`config.mk`:
```
export PLATFORM = sky130hd
export DESIGN_NAME = inner_product_mac_unit
export DESIGN_NICKNAME = d
export VERILOG_FILES = /design/src/rtl/inner_product_mac_unit.sv
export SDC_FILE = /design/constraint.sdc
export NUM_CORES = 1
export LEC_CHECK = 0
export ABC_AREA = 1
export CORE_ASPECT_RATIO = 1.2
export CORE_UTILIZATION = 40
export CTS_CLUSTER_SIZE = 8
export DETAILED_ROUTE_END_ITERATION = 16
export GPL_TIMING_DRIVEN = 0
export PLACE_DENSITY = 0.67
export SYNTH_ARGS = -nofsm -noshare
export SYNTH_HDL_FRONTEND = slang
export SYNTH_SLANG_ARGS = --single-unit
```
`constraint.sdc`:
```
create_clock -name clk -period 9.66 [get_ports clk]
set_input_delay 0.966 -clock clk [delete_from_list [all_inputs] [get_ports clk]]
set_output_delay 0.966 -clock clk [all_outputs]
set_load 0.02 [all_outputs]
```
`src/rtl/inner_product_mac_unit.sv`:
```
// Handshaked inner-product MAC: LANES products per cycle over SIZE/LANES beats,
// run-time loadable weights, exact accumulation and saturate/wrap output formatting.
module inner_product_mac_unit #(
    parameter int SIZE     = 9,
    parameter int D_WIDTH  = 8,
    parameter int Q_WIDTH  = 20,
    parameter int LANES    = 3,
    parameter bit SATURATE = 1'b1
) (
    input  logic                                     clk,
    input  logic                                     rst_n,
    input  logic                                     w_wr_en,
    input  logic [((SIZE > 1) ? $clog2(SIZE) : 1)-1:0] w_wr_addr,
    input  logic [D_WIDTH-1:0]                       w_wr_data,
    input  logic                                     in_valid,
    output logic                                     in_ready,
    input  logic [D_WIDTH*SIZE-1:0]                  input_data,
    output logic                                     out_valid,
    input  logic                                     out_ready,
    output logic [Q_WIDTH-1:0]                       output_data,
    output logic                                     overflow
);

    localparam int AW    = (SIZE > 1) ? $clog2(SIZE) : 1;
    localparam int BEATS = SIZE / LANES;
    localparam int BW    = (BEATS > 1) ? $clog2(BEATS) : 1;
    localparam int ACC_W = 2*D_WIDTH + $clog2(SIZE) + 1;
    localparam int WW    = (ACC_W > Q_WIDTH) ? ACC_W : Q_WIDTH + 1;

    typedef enum logic [1:0] {
        IDLE,
        ACCUM,
        HOLD
    } state_t;

    state_t                    state_q, state_d;
    logic [D_WIDTH*SIZE-1:0]   vec_q, vec_d;
    logic [D_WIDTH*SIZE-1:0]   wgt_q, wgt_d;
    logic [ACC_W-1:0]          acc_q, acc_d;
    logic [BW-1:0]             beat_q, beat_d;
    logic [Q_WIDTH-1:0]        out_q, out_d;
    logic                      ovf_q, ovf_d;

    logic [ACC_W-1:0]          laneSum;
    logic [ACC_W-1:0]          sumNext;
    logic [WW-1:0]             sumWide;
    logic                      sumOvf;
    logic [Q_WIDTH-1:0]        sumFmt;

    // Sum of this beat's LANES full-precision products.
    always_comb begin
        laneSum = '0;
        for (int l = 0; l < LANES; l++) begin
            laneSum = laneSum + ACC_W'(
                {{D_WIDTH{1'b0}}, vec_q[(int'(beat_q)*LANES + l)*D_WIDTH +: D_WIDTH]} *
                {{D_WIDTH{1'b0}}, wgt_q[(int'(beat_q)*LANES + l)*D_WIDTH +: D_WIDTH]});
        end
    end

    // The exact sum is widened so the overflow compare also works when Q_WIDTH >= ACC_W.
    always_comb begin
        sumNext = acc_q + laneSum;
        sumWide = WW'(sumNext);
        sumOvf  = sumWide > {{(WW-Q_WIDTH){1'b0}}, {Q_WIDTH{1'b1}}};
        sumFmt  = (SATURATE && sumOvf) ? {Q_WIDTH{1'b1}} : sumWide[Q_WIDTH-1:0];
    end

    always_comb begin
        state_d   = state_q;
        vec_d     = vec_q;
        wgt_d     = wgt_q;
        acc_d     = acc_q;
        beat_d    = beat_q;
        out_d     = out_q;
        ovf_d     = ovf_q;
        in_ready  = 1'b0;
        out_valid = 1'b0;

        case (state_q)
            IDLE: begin
                in_ready = 1'b1;
                if (w_wr_en && ({1'b0, w_wr_addr} < (AW+1)'(SIZE))) begin
                    wgt_d[int'(w_wr_addr)*D_WIDTH +: D_WIDTH] = w_wr_data;
                end
            end
            ACCUM: begin
                acc_d  = sumNext;
                beat_d = beat_q + 1'b1;
                if (beat_q == BW'(BEATS-1)) begin
                    state_d = HOLD;
                    out_d   = sumFmt;
                    ovf_d   = sumOvf;
                end
            end
            HOLD: begin
                out_valid = 1'b1;
                in_ready  = out_ready;
                if (out_ready) begin
                    state_d = IDLE;
                end
            end
            default: begin
                state_d = IDLE;
            end
        endcase

        // An accept in HOLD overrides the return to IDLE for back-to-back vectors.
        if (in_valid && in_ready) begin
            vec_d   = input_data;
            acc_d   = '0;
            beat_d  = '0;
            state_d = ACCUM;
        end
    end

    always_ff @(posedge clk or negedge rst_n) begin
        if (!rst_n) begin
            state_q <= IDLE;
            vec_q   <= '0;
            wgt_q   <= '0;
            acc_q   <= '0;
            beat_q  <= '0;
            out_q   <= '0;
            ovf_q   <= 1'b0;
        end else begin
            state_q <= state_d;
            vec_q   <= vec_d;
            wgt_q   <= wgt_d;
            acc_q   <= acc_d;
            beat_q  <= beat_d;
            out_q   <= out_d;
            ovf_q   <= ovf_d;
        end
    end

    assign output_data = out_q;
    assign overflow    = ovf_q;

endmodule
```
# Yosys cells after proc, flatten, opt, wreduce, memory -nomap -nowiden
# Cells that the tools add are included.
# Widths: inputs -> output; s select.
[totals]
elab_cells = 53
register_bits = 190
out_inout_bits = 23
[classes]
muxes = 12
n_addsub = 7
n_shift = 8
n_eq_ne = 6
n_lt_le_gt_ge = 2
mul = 4
reduce_logical = 7
[ops]
columns = ["cell", "count"]
rows = [
  ["$shiftx 72x32->8", 5],
  ["$bwmux 72", 1],
  ["$shift 8x33->72 const A", 1],
  ["$shiftx 72x9->8", 1],
  ["$shiftx 8x33->72", 1],
  ["$mul 8x8->16", 3],
  ["$mux 21", 2],
  ["$neg 7->33", 1],
  ["$add 29x2->29 const B", 1],
  ["$add 21x18->21", 1],
  ["$gt 21x20->1 const B", 1],
  ["$mux 20", 1],
  ["$add 17x16->18", 1],
  ["$add 16x16->17", 1],
  ["$mux 2", 5],
  ["$ne 3x3->1 const B", 2],
  ["$pmux 2 s3", 1],
  ["$add 4x2->5 const B", 1],
  ["$eq 2x2->1 const B", 2],
  ["$lt 4x4->1 const B", 1],
  ["$mul 2x2->4 const B", 1],
  ["$reduce_and 2->1", 2],
  ["$reduce_and 3->1", 1],
  ["$add 2x1->2 const B", 1],
  ["7 further kinds", 8],
]

# Longest topological paths before layout
[depth]
word_depth = 9
mapped_depth = 39
mapped_depth_nobuf = 35

# Least setup slack after synthesis
# OpenSTA, ideal clock, no wires.
[synth_timing]
path_type = "flip-flop to flip-flop"
startpoint = "register beat_q[0]"
endpoint = "register out_q[16], in the netlist output_data[16]"
t_arrival_ps = 7201
path_buffers = 5
required_time_ps = 9543
setup_slack_ps = 2342
setup_ps = 117
path_stages_with_launch = 33
path_cell_list = "dfrtp_1 buf_2 inv_2 buf_2 buf_2 ha_1 clkbuf_1 o21ai_0 o22ai_1 nand2_1 nor2_1 fa_1 fa_1 fa_1 fa_1 fa_1 fa_1 inv_1 fa_1 inv_1 ha_1 nand2_1 nor2_1 nand3_1 nand3_1 nand2_1 nand2_1 nand2_1 nand2_1 buf_2 nand2_1 nand2_1 nand2_1"
[synth_between]
elab_chain_cells = 9
[synth_lines]
columns = ["item", "line", "source"]
rows = [
  ["start, declared", "40", "logic [BW-1:0] beat_q, beat_d;"],
  ["start signal, assigned", "130", "beat_q <= beat_d;"],
  ["$mul 2x2->4", "55, 56", ""],
  ["$add 29x2->29", "55, 56", ""],
  ["$shiftx 72x32->8 (on tied branches)", "55, 56", ""],
  ["$mul 8x8->16", "55", "{{D_WIDTH{1'b0}}, vec_q[(int'(beat_q)*LANES + l)*D_WIDTH +: D_WIDTH]} *"],
  ["$add 16x16->17", "54", "laneSum = laneSum + ACC_W'("],
  ["$add 17x16->18", "54", ""],
  ["$add 21x18->21", "62", "sumNext = acc_q + laneSum;"],
  ["$gt 21x20->1", "64", "sumOvf = sumWide > {{(WW-Q_WIDTH){1'b0}}, {Q_WIDTH{1'b1}}};"],
  ["$mux 20", "65", "sumFmt = (SATURATE && sumOvf) ? {Q_WIDTH{1'b1}} : sumWide[Q_WIDTH-1:0];"],
  ["end signal, assigned", "131", "out_q <= out_d;"],
  ["end, declared", "41", "logic [Q_WIDTH-1:0] out_q, out_d;"],
]
# Several ways; a longest one is shown, not always the timed one.
# A chain may end at the register's enable or synchronous reset.

# Final worst setup path
[layout_timing]
startpoint = "register beat_q[0]"
endpoint = "register out_q[8], in the netlist output_data[8]"
# Same word-level chain as after synthesis.

==> impl_metrics.csv <==
group,metric,value,unit
worst_hold_path,holdCritPathClass,"flop to flop",
floorplan,die_y,226,microns
logic_synthesis,synth_top_cell_area_share,28.4,%
timing,fin_skew,0.0241,ns
critical_path,regToRegSetupSlack,0.91,ns
routing,drt-total-wl,47.6,mm
place,portBuffers,110,
clocking,hold_buffers,0,
timing,grt_setup_unrepaired,"no",
critical_path,arrival,9.12,ns
logic_synthesis,synth_nets,2359,
logic_synthesis,synth_edf_count,0,
routing,viasPerCell,5.08,
logic_synthesis,synth_flop_cell,"dfrtp_1",
critical_path,reg2reg_from,"beat_q[0]",
floorplan,die_area,42700,sq um
timing,setup_violations,0,
global_routing,first_global_vias,14041,
critical_path,cp_slowest_cell,"fa_1",
global_routing,gr-total-overflow,0,
layout,fillers,4052,
floorplan,core,41000,sq um
logic_synthesis,syn_inst,1984,
critical_path,cp-end-kind,"flop",
floorplan,initial_core_util,40.8,%
timing,worst_slew_pin_slew,0.962,ns
critical_path,crit_end,"output_data[8]",
routing,wl_met1,18.4,mm
layout,drive_gt1_share,9.92,%
logic_synthesis,ys_ff_latch,190,
clocking,cts_max_path_buffers,2,
run_status,status,"finished, final reports clean",
layout,mostFrequentLayoutCells,"nand2_1 (424), inv_1 (406), dfrtp_1 (190), fa_1 (177), nor2_1 (166)",
clocking,clock_latency,0.48,ns
place,dp_hpwl,39.1,mm
routing,wl_per_cell,17.8,microns
global_routing,antenna_found_initial,0,
worst_hold_path,min_from,"output_data[17]",
floorplan,row_count,81,
clocking,post_cts_buffers,0,
critical_path,start_kind,"flop",
routing,top_layer,"met4",
layout,antenna_cells,0,
timing,fin_crit_sh,90.6,%
routing,postRouteAntennaNets,0,
layout,areaGrowthSynthToFinish,14.5,%
critical_path,crit_start,"beat_q[0]",
layout,layout_commonest_cell,"nand2_1",
clocking,cts_resized,0,
critical_path,required,10.03,ns
logic_synthesis,synthTopCellsByArea,"dfrtp_1 (28%), fa_1 (21%), nand2_1 (9.5%), inv_1 (9.1%), ha_1 (8.1%)",
logic_synthesis,ys_seq_area_share,28.4,%
global_routing,grt_max_degree,110,
critical_path,critPathKind,"flop to flop",
logic_synthesis,ys_types,44,
critical_path,path_common_cell,"nand2_1",
timing,slew_headroom,35.4,%
global_routing,groute.usage.overall,23.5,%
place,pre_cts_ws,1.00,ns
timing,final-max-slew-violation-count,0,
logic_synthesis,yosysWarnings,0,
routing,vias,13537,
clocking,cts-root-buf,"clkbuf_16",
logic_synthesis,synth_area_leader_cell,"dfrtp_1",
routing,first_iter_violations,967,
critical_path,slowest_delay,0.56,ns
critical_path,r2r_cells,32,
clocking,numCtsBuffers,17,
routing,met2WireLength,24.5,mm
logic_synthesis,syn_avg_cell_area,8.45,sq um
logic_synthesis,async_flop_share,100,%
place,place.gp.congestion,0.959,
timing,period_minus_slack,8.75,ns
clocking,path_clk_slew,0.08,ns
clocking,cts_tree,"built",
routing,wl_met3,2.29,mm
clocking,h-tree-depth,4,
global_routing,grt_pass1_wl,75.5,mm
routing,drc,0,
timing,fmax,114,MHz
timing,worst_slack,0.911,ns
clocking,cts_sinks,190,
timing,hold_viol,0,
floorplan,io_pins,112,
critical_path,cp_max_fo,11,
routing,dr.pass1.iters,5,
logic_synthesis,synth_area,16800,sq um
layout,nNetsFinal,2489,
critical_path,reg2reg_to,"output_data[8]",
floorplan,die_w,189,microns
job,drv_cap,0,
per-stage QoR:
step	cells	TNS, ns	hold slack, ns	util (%)	cell area [sq um]
6_report	2666	0	0.484	46.7	19200
5_1_grt	2666	0	0.504	46.7	19200
4_1_cts	2666	0	0.488	46.7	19200
3_5_place_dp	2634	0	0.467	45.2	18600
3_3_place_gp	2633	-105.45	0.464	45.2	18500
2_1_floorplan	1984	0	0.443	-	16800
synthesized netlist by cell type (6+ instances only):
library cell  number
a21oi_1           74
buf_2             19
buf_6              8
clkbuf_1          23
dfrtp_1          190
fa_1             177
ha_1             109
inv_1            406
inv_2              6
mux2_2            57
nand2_1          424
nand2_4            6
nand3_1           58
nand3b_1           7
nor2_1           166
o21ai_0           94
o21ai_1           34
o21ai_2           44
o22ai_1           11
or2_2             13
xor2_1             7
worst min-delay path by stage:
| stage | end | slack [ns] | cells past startpoint |
|---|---|---|---|
| 6_report | output_data[17] | 0.48 | 2 |
| 5_1_grt | wgt_q[35] | 0.50 | 2 |
| 4_1_cts | output_data[17] | 0.49 | 2 |
| 3_5_place_dp | wgt_q[34] | 0.47 | 2 |
| 3_3_place_gp | wgt_q[2] | 0.46 | 2 |
| 2_1_floorplan | wgt_q[27] | 0.44 | 2 |
final cells by class:
class | instances | area [sq um] | share of cell area, %
multi-input combinational | 1322 | 10100 | 52.9
timing repair buffer | 111 | 1130 | 5.91
sequential | 190 | 4750 | 24.8
clock inverter | 14 | 175 | 0.913
clock buffer | 18 | 439 | 2.29
inverter | 415 | 1560 | 8.13
tap | 539 | 674 | 3.52
buffer | 57 | 305 | 1.59
critical path, delay by kind of cell, from the launching register on:
family | cells | cell delay (ns)
buffers and inverters | 9 | 1.49
AND/OR/NAND/NOR | 12 | 1.58
AO/OA/AOI/OAI | 2 | 0.59
flip-flops | 1 | 0.49
adder cells (fa/ha/maj) | 9 | 4.47
state kept, by name, summed over array words and instances, names as in the netlist:
signal / flops
acc_q: 21
beat_q: 2
output_data: 20
overflow: 1
state_q: 2
vec_q: 72
wgt_q: 72
logic make-up (layout without fill, tap and decap cells):
kind of cell	Yosys count	in the layout	share of synthesized area, %
and+or+nand+nor	700	700	17.5
buffers and inverters	472	615	11.1
DFF	190	190	28.4
xor gates and xnor gates	10	10	0.568
AOI/OAI and AO/OA	269	269	9.33
muxes	57	57	3.83
adders and majority gates	286	286	29.3
routing by layer:
layer,global-route usage (%),vias to the layer above
met1,27.3,6673
met3,3.05,117
met5,0,-
li1,-,6325
met4,12.2,0
met2,42.2,422
Power is not shown: default switching activity piles up to over one toggle a cycle in this logic, so the estimate is an artifact.
==> patch, RTL diff (same settings) <==
Re-encode `state_t` (3 states) as one-hot, 3 bits wide.
--- a/src/rtl/inner_product_mac_unit.sv
+++ b/src/rtl/inner_product_mac_unit.sv
@@ -27,10 +27,10 @@
     localparam int ACC_W = 2*D_WIDTH + $clog2(SIZE) + 1;
     localparam int WW    = (ACC_W > Q_WIDTH) ? ACC_W : Q_WIDTH + 1;
 
-    typedef enum logic [1:0] {
-        IDLE,
-        ACCUM,
-        HOLD
+    typedef enum logic [2:0] {
+        IDLE  = 3'b001,
+        ACCUM = 3'b010,
+        HOLD  = 3'b100
     } state_t;
 
     state_t                    state_q, state_d;
Function: no difference found for any inputs over 4 cycles, from zero or initial values and one cycle with rst_n low; so few cycles prove little.
==> patch against the unedited design <==
  * Design area down 2.6%
  * Routed wire length down 0.83%
  * Sequential cell count up 1
  * Sequential share of layout area up 0.81 points
  * Worst setup slack worse by 150 ps
  * Global-route usage up 0.88 points
  * Area after synthesis down 2.7%
  * Fmax down 1.7%
  * Die area down 2.7%
  * Utilization about the same
Power is left out: the tool's default activity adds up to more than one toggle a clock period on the data nets, which glitch-free logic cannot reach.
==> patch: results (changes against the unedited design) <==
- M1 GR Usage: 29.1% (was 27.3%)
- Vias in the first global route: 14049 (was 14041)
- # port buffers: 111 (was 110)
- Share of post-route cells with drive strength above 1: 5.77% (was 9.92%)
- WL met3: 2050 µm (was 2290 µm)
- WL/cell: 18.1 µm (was 17.8 µm)
- Detailed route wirelength on metal2: 24200 µm (was 24500 µm)
- Top cells by count, synth: nand2_1, inv_1, dfrtp_1 (unchanged)
- Status: finished, final reports clean (unchanged)
- Adder-cell share of the synthesized area: 30.3% (was 29.3%)
- Worst R2R End: output_data[17] (was output_data[8])
- First-pass GRT wire length: 75600 µm (was 75500 µm)
- Synth Area in XOR/XNOR: 0.537% (was 0.567%)
- Main area contributors after synthesis: dfrtp_1, fa_1, nand2_1 (unchanged)
- Compound-Gate Fraction of Synth Area: 8.77% (was 9.33%)
- Starting DRT DRC Count: 989 (was 967)
- Via Count: 13289 (was 13537)
- Hold wc startpoint: output_data[13] (was output_data[17])
- Slew of the pin with the lowest slew margin: 1020 ps (was 962 ps)
- GRT Total Usage: 24.4% (was 23.5%)
- Met1 wire length: 18500 µm (was 18400 µm)
- DP HPWL: 39100 µm (about the same)
- First-pass DRT Iterations: 6 (was 5)
- Met3 Use GR: 3.28% (was 3.05%)
- Multiplexer share of the synthesized area: 3.87% (was 3.83%)
- Final nets: 2446 (was 2489)
- Hold EP: output_data[13] (was output_data[17])
- Met2 usage in global routing: 42.8% (was 42.2%)
- Reg2Reg Setup Slack: 760 ps (was 910 ps)
- Setup Skew: 13.3 ps (was 24.1 ps)
- Clk_lat worst skew: 460 ps (was 480 ps)
- GPL Wtd Cong: 0.945 (was 0.959)
- Fillcell total: 3869 (was 4052)
- Syn Nets: 2315 (was 2359)
- Unique masters post-synth: 38 (was 44)
-- patch: cell types whose count changed after synthesis, sizes merged, moves of 4 or more --
cell,delta
buf,-10
o21ai,+5
inv,-5
o22ai,-4
o21bai,+8
nor2,-38
nand2,-4
nor3,+5
a21oi,-14
or2,-10
clkbuf,+4
o31ai,+7
-- patch: per-stage QoR --
| stage | instances | hold WS, ps | setup WS [ps] | cell area (µm²) | utilization [%] |
|---|---|---|---|---|---|
| 6_report | 2612 | 479 | 761 | 18700 | 46.8 |
| 4_1_cts | 2611 | 484 | 753 | 18700 | 46.8 |
| 5_1_grt | 2611 | 508 | 222 | 18700 | 46.8 |
| 2_1_floorplan | 1937 | 446 | 2350 | 16300 | - |
| 3_5_place_dp | 2582 | 469 | 756 | 18100 | 45.4 |
| 3_3_place_gp | 2581 | 463 | -609 | 18100 | 45.3 |
-- patch: how the worst max path moves through the flow --
| stage | start | end | slack, ps | depth (start not counted) |
|---|---|---|---|---|
| after CTS | beat_q[0] | output_data[17] | 750 | 32 |
| after floorplan | beat_q[0] | output_data[16] | 2350 | 32 |
| final | beat_q[0] | output_data[17] | 760 | 32 |
| after global placement | rst_n | output_data[10] | -610 | 1 |
| after detailed placement | beat_q[0] | output_data[17] | 760 | 32 |
| after global routing | beat_q[0] | output_data[16] | 220 | 34 |
-- patch: final cells by class --
cell class	instances	area (µm²)	share of cell area, %
Antenna cell	1	2.50	0.0134
Buffer	51	221	1.19
Clock buffer	20	447	2.39
Clock inverter	9	114	0.610
Inverter	412	1550	8.28
Multi-Input combinational cell	1283	9750	52.2
Sequential cell	191	4780	25.6
Tap cell	533	667	3.57
Timing Repair Buffer	112	1140	6.12
